`config.mk`:
```
export PLATFORM = sky130hd
export DESIGN_NAME = uart_event_framer
export DESIGN_NICKNAME = d
export VERILOG_FILES = /design/src/rtl/uart_event_framer.sv
export SDC_FILE = /design/constraint.sdc
export NUM_CORES = 1
export LEC_CHECK = 0
export ABC_AREA = 1
export BUFFER_PORTS_ARGS = -buffer_cell sky130_fd_sc_hd__buf_2
export CORE_MARGIN = 2
export CORE_UTILIZATION = 56
export DETAILED_ROUTE_END_ITERATION = 10
export PLACE_DENSITY = 0.77
export SLEW_MARGIN = 5
export SYNTH_ARGS = -nofsm -noshare
export SYNTH_HDL_FRONTEND = slang
export SYNTH_SLANG_ARGS = --single-unit
```
`constraint.sdc`:
```
create_clock -name i_clock -period 3.9 [get_ports i_clock]
set_clock_uncertainty 0.05 [all_clocks]
set_input_delay 1.17 -clock i_clock [delete_from_list [all_inputs] [get_ports i_clock]]
set_output_delay 1.17 -clock i_clock [all_outputs]
set_load 0.02 [all_outputs]
```
`src/rtl/uart_event_framer.sv`:
```
// Event packetiser: queues mole/hit/game-over pulses and serialises each one as a
// 3-byte packet (type, payload, checksum) over the uart_tx start/busy handshake.
`timescale 1ns/1ps
module uart_event_framer #(
    parameter int FIFO_DEPTH  = 4,
    parameter int ACK_TIMEOUT = 4
) (
    input  logic                          i_clock,
    input  logic                          i_reset,
    input  logic                          i_mole_event,
    input  logic [4:0]                    i_mole_pos,
    input  logic                          i_hit_event,
    input  logic                          i_over_event,
    input  logic [5:0]                    i_score,
    input  logic                          i_tx_busy,
    output logic                          o_tx_start,
    output logic [7:0]                    o_tx_data,
    output logic                          o_framer_busy,
    output logic [$clog2(FIFO_DEPTH):0]   o_fifo_count,
    output logic [7:0]                    o_dropped_count
);
    localparam int AW = $clog2(FIFO_DEPTH);
    localparam int TW = (ACK_TIMEOUT > 1) ? $clog2(ACK_TIMEOUT) : 1;
    localparam logic [AW:0]   CNT_ONE  = (AW+1)'(1);
    localparam logic [AW:0]   CNT_FULL = (AW+1)'(FIFO_DEPTH);
    localparam logic [AW-1:0] PTR_ONE  = AW'(1);
    localparam logic [TW-1:0] TMO_ONE  = TW'(1);
    localparam logic [TW-1:0] TMO_LAST = TW'(ACK_TIMEOUT - 1);
    localparam logic [1:0]    TYPE_M   = 2'd0;
    localparam logic [1:0]    TYPE_H   = 2'd1;
    localparam logic [1:0]    TYPE_G   = 2'd2;

    typedef enum logic [1:0] {S_IDLE, S_SEND, S_WAIT_BUSY, S_WAIT_DONE} state_t;

    function automatic logic [7:0] type_ascii(input logic [1:0] t);
        case (t)
            TYPE_H:  return 8'h48;
            TYPE_G:  return 8'h47;
            default: return 8'h4D;
        endcase
    endfunction

    function automatic logic [7:0] sat_add(input logic [7:0] a, input logic [1:0] inc);
        logic [8:0] s;
        s = {1'b0, a} + {7'b0, inc};
        return s[8] ? 8'hFF : s[7:0];
    endfunction

    state_t        r_state, w_state_next;
    logic [7:0]    r_mem [FIFO_DEPTH];
    logic [AW-1:0] r_wr_ptr, r_rd_ptr;
    logic [AW:0]   r_count;
    logic [7:0]    r_dropped;
    logic [1:0]    r_byte_idx, w_idx_next;
    logic [TW-1:0] r_tmo, w_tmo_next;
    logic [7:0]    r_tx_data, r_pkt1, r_pkt2;
    logic [7:0]    w_push_data, w_head, w_load_byte;
    logic [1:0]    w_n_evt, w_losers, w_drop_inc;
    logic          w_push, w_accept, w_pop, w_load, w_tx_start, w_byte_done;

    // Event arbitration: one push per cycle, every other simultaneous pulse is a drop
    assign w_n_evt    = {1'b0, i_over_event} + {1'b0, i_hit_event} + {1'b0, i_mole_event};
    assign w_push     = i_over_event | i_hit_event | i_mole_event;
    assign w_losers   = w_push ? (w_n_evt - 2'd1) : 2'd0;
    assign w_accept   = w_push & ((r_count != CNT_FULL) | w_pop);
    assign w_drop_inc = w_losers + {1'b0, w_push & ~w_accept};
    assign w_head     = r_mem[r_rd_ptr];

    always_comb begin
        w_push_data = {TYPE_M, 1'b0, i_mole_pos};
        if (i_over_event)
            w_push_data = {TYPE_G, i_score};
        else if (i_hit_event)
            w_push_data = {TYPE_H, i_score};
    end

    always_ff @(posedge i_clock) begin
        if (w_accept)
            r_mem[r_wr_ptr] <= w_push_data;
    end

    always_ff @(posedge i_clock) begin
        if (!i_reset) begin
            r_wr_ptr  <= '0;
            r_rd_ptr  <= '0;
            r_count   <= '0;
            r_dropped <= '0;
        end else begin
            if (w_accept)
                r_wr_ptr <= r_wr_ptr + PTR_ONE;
            if (w_pop)
                r_rd_ptr <= r_rd_ptr + PTR_ONE;
            case ({w_accept, w_pop})
                2'b10:   r_count <= r_count + CNT_ONE;
                2'b01:   r_count <= r_count - CNT_ONE;
                default: r_count <= r_count;
            endcase
            r_dropped <= sat_add(r_dropped, w_drop_inc);
        end
    end

    // Packet FSM
    always_ff @(posedge i_clock) begin
        if (!i_reset) begin
            r_state    <= S_IDLE;
            r_byte_idx <= 2'd0;
            r_tmo      <= '0;
            r_tx_data  <= 8'h00;
        end else begin
            r_state    <= w_state_next;
            r_byte_idx <= w_idx_next;
            r_tmo      <= w_tmo_next;
            if (w_load)
                r_tx_data <= w_load_byte;
        end
    end

    always_ff @(posedge i_clock) begin
        if (w_pop) begin
            r_pkt1 <= {2'b00, w_head[5:0]};
            r_pkt2 <= type_ascii(w_head[7:6]) ^ {2'b00, w_head[5:0]};
        end
    end

    always_comb begin
        w_state_next = r_state;
        w_idx_next   = r_byte_idx;
        w_tmo_next   = r_tmo;
        w_tx_start   = 1'b0;
        w_load       = 1'b0;
        w_load_byte  = 8'h00;
        w_pop        = 1'b0;
        w_byte_done  = 1'b0;
        case (r_state)
            S_IDLE: begin
                if (r_count != '0) begin
                    w_pop        = 1'b1;
                    w_idx_next   = 2'd0;
                    w_load       = 1'b1;
                    w_load_byte  = type_ascii(w_head[7:6]);
                    w_state_next = S_SEND;
                end
            end
            S_SEND: begin
                if (!i_tx_busy) begin
                    w_tx_start   = 1'b1;
                    w_tmo_next   = '0;
                    w_state_next = S_WAIT_BUSY;
                end
            end
            S_WAIT_BUSY: begin
                // A transmitter that never acknowledges must not stall the stream
                if (i_tx_busy)
                    w_state_next = S_WAIT_DONE;
                else if (r_tmo == TMO_LAST)
                    w_byte_done = 1'b1;
                else
                    w_tmo_next = r_tmo + TMO_ONE;
            end
            S_WAIT_DONE: begin
                if (!i_tx_busy)
                    w_byte_done = 1'b1;
            end
            default: w_state_next = S_IDLE;
        endcase
        if (w_byte_done) begin
            if (r_byte_idx == 2'd2) begin
                w_state_next = S_IDLE;
            end else begin
                w_idx_next   = r_byte_idx + 2'd1;
                w_load       = 1'b1;
                w_load_byte  = (r_byte_idx == 2'd0) ? r_pkt1 : r_pkt2;
                w_state_next = S_SEND;
            end
        end
    end

    assign o_tx_start      = w_tx_start & i_reset;
    assign o_tx_data       = r_tx_data;
    assign o_framer_busy   = (r_count != '0) | (r_state != S_IDLE);
    assign o_fifo_count    = r_count;
    assign o_dropped_count = r_dropped;
endmodule

```
==> run_results.csv <==
group,metric,value,unit
timing,final.setup.tns,0,ns
synth,syn-num-nets,385,
setup_path,critical_path_required,4.10,ns
cells_and_area,layout-drive-gt1-share,16.1,%
pwr,p_per_area,682,mW/mm²
setup_path,critPathArrivalTime,3.59,ns
routing,first_iter_violations,176,
min_path,hold_start,"r_rd_ptr[1]",
pwr,peakVddDrop,331,µV
synth,syn_area_per_cell,9.45,µm²
synth,ys_seq_elements,72,
die,rows,27,
routing,dr_total_vias,2417,
timing,period_share,87.0,%
cells_and_area,seqCellArea,0.00186,mm²
pwr,p_leak,1.65,nW
routing,ant_nets,0,
synth,synth_top_area_share,38.1,%
grt,grt_max_degree,19,
die,start_util,59.0,%
synth,synth_edf_count,42,
synth,syn_area,0.00331,mm²
min_path,worst_hold_path_type,"reg -> reg",
setup_path,cp-start-kind,"input port",
grt,grt_use_total,20.6,%
synth,yosysMostFrequentCell,"nand2_1",
routing,drt-total-wl,6050,µm
cts,htree_levels,3,
synth,yosys.area.top_type,"edfxtp_1",
cts,insertion_delay,0.35,ns
setup_path,crit_slowest_cell,"fa_1",
cts,clock_path_buffers,2,
synth,yosysSeqAreaShare,56.3,%
place,preCtsSetupSlack,0.169,ns
synth,async_reset_ff_share,0,%
timing,hold_slack,0.417,ns
die,fp.dieH,80.9,µm
flow_run,cap_violations,0,
grt,busiest_layer,"met2",
place,place_congestion,0.813,
cts,cts_made_buffers,9,
timing,worst_slack,0.509,ns
place,portBuffers,36,
timing,drv_slew,0,
grt,grt_pass1_vias,2106,
cts,post-cts-setup-buffer-count,0,
cells_and_area,nNetsFinal,428,
setup_path,rr_startpoint,"r_state[0]",
setup_path,path_max_fanout,6,
setup_path,critPathKind,"in -> reg",
grt,antenna_found_initial,0,
grt,grt_overflow,0,
die,core_area,0.00561,mm²
synth,synth_commonest_cells,"nand2_1, inv_1, edfxtp_1",
cells_and_area,syn_to_final_growth,13.2,%
cts,cts_tree,"built",
routing,dr.pass1.iters,4,
grt,met2_usage,31.2,%
timing,timing.fmax,295,MHz
setup_path,critPathMaxStageDelay,0.44,ns
cts,cts.sinks,72,
cells_and_area,finish.utilization,66.8,%
cts,cts-root-buf,"clkbuf_8",
setup_path,path_delay_family,"adder cells",
die,ios,38,
timing,slew_headroom,42.8,%
setup_path,crit_path_end_kind,"flip-flop",
synth,ys_types,29,
setup_path,crit_buf_inv,5,
cells_and_area,antenna_cells,0,
grt,gr-usage-met1,27.3,%
synth,synth_ff_type,"edfxtp_1",
synth,ys_top_cells_by_area,"edfxtp_1, dfxtp_1, nand2_1, ha_1, inv_1",
cts,cts_hold_buffers,0,
place,place_hpwl,4170,µm
routing,viasPerCell,5.14,
die,fp.dieArea,0.00654,mm²
timing,fin_crit,3.39,ns
grt,grt_first_pass_wirelength,9870,µm
setup_path,path_cells,"buf_2 > inv_1 > ha_1 > inv_1 > ha_1 > inv_1 > nor2_1 > ha_1 > ha_1 > fa_1 > nand3_1 > nor2_1 > nand2_1 > nand2_1 > o21ai_0 > inv_1",
timing,hold_viol_final,0,
cts,clk_pin_slew,0.08,ns
cts,cts_resized,0,
routing,wire_per_inst,12.9,µm
timing,finalSetupViolations,0,
timing,rsz0062_at_grt,"false",
setup_path,cp-startpoint,"i_over_event",
grt,gr-usage-met3,5.44,%
synth,syn-instance-count,350,
pwr,total_power,2.55,mW
die,die_x,80.9,µm
cells_and_area,n_fill_cell,467,
routing,drcViolationCount,0,
cells_and_area,multi_input_area,0.00122,mm²
run_status,status,"completed",
synth,ys_warn_count,0,
timing,worstMarginPinSlew,0.856,ns
## routing by layer
metal  part of all wire [%]  up-vias
li1                       -     1252
met1                     47     1090
met2                     46       64
met3                    4.6       11
met4                    2.2        0
met5                      0        -
## flip-flops by register name, indices dropped and copies added, names as in the netlist, named ones only
| signal | flops |
|---|---|
| r_wr_ptr | 2 |
| r_byte_idx | 1 |
| r_pkt2 | 4 |
| o_tx_data | 7 |
| r_state | 2 |
| r_mem | 32 |
| r_rd_ptr | 2 |
| o_fifo_count | 3 |
| r_tmo | 2 |
| r_pkt1 | 6 |
| o_dropped_count | 8 |
## per-stage QoR
step                      area, µm²  std cells
after floorplan                3310        350
after global placement         3560        454
after detailed placement       3560        454
after CTS                      3740        470
after global routing           3740        470
final                          3740        470
## cell families after synthesis
kind of cell / after synthesis / share of synthesized area, %
AND/OR/NAND/NOR: 128 / 16.0
flip-flops: 72 / 56.3
AO/OA/AOI/OAI: 68 / 11.5
buffers and inverters: 55 / 6.73
adder cells (fa/ha/maj): 18 / 7.26
XOR/XNOR: 8 / 2.12
other: 1 / 0.113
## worst register-to-register path: stages (launching register included)
cell and delay [ns]:
dfxtp_1 0.41, inv_1 0.09, ha_1 0.24, inv_1 0.08, nand3_1 0.15, nor2_1 0.14
ha_1 0.25, ha_1 0.21, fa_1 0.44, nand3_1 0.17, nor2_1 0.08, nand2_1 0.16
nand2_1 0.07, o21ai_0 0.14, inv_1 0.05
## final timing paths
check                                          end  slack [ns]  cells after the start
worst max-delay path            o_dropped_count[3]        0.51                     16
worst min-delay path                     flip-flop        0.42                      2
worst max register to register  o_dropped_count[3]        1.09                     14
worst min register to register           flip-flop        0.42                      2
## placed cells by master (no fill, tap or decap), types with 9 or more instances in the layout
master,n
o21ai_0,28
dfxtp_1,30
a21oi_1,27
clkbuf_8,9
nor2_1,32
nand2_1,72
buf_2,36
ha_1,16
edfxtp_1,42
nand3_1,15
inv_1,46
## cell type report
| type | instances | share of cell area, % |
|---|---|---|
| flip-flops and latches | 72 | 49.7 |
| repair buffers | 39 | 5.41 |
| clock inverters | 7 | 1.67 |
| inverters | 48 | 4.81 |
| well taps | 72 | 2.41 |
| clock buffers | 9 | 3.31 |
| multi-input cells | 223 | 32.7 |
## report_power, final
group / internal [mW] / switching, mW
clock: 0.244 / 0.308
sequential: 1.05 / 0.114
combinational: 0.282 / 0.559
total: 1.57 / 0.981
Note: power is estimated with default switching activity, not from simulation.
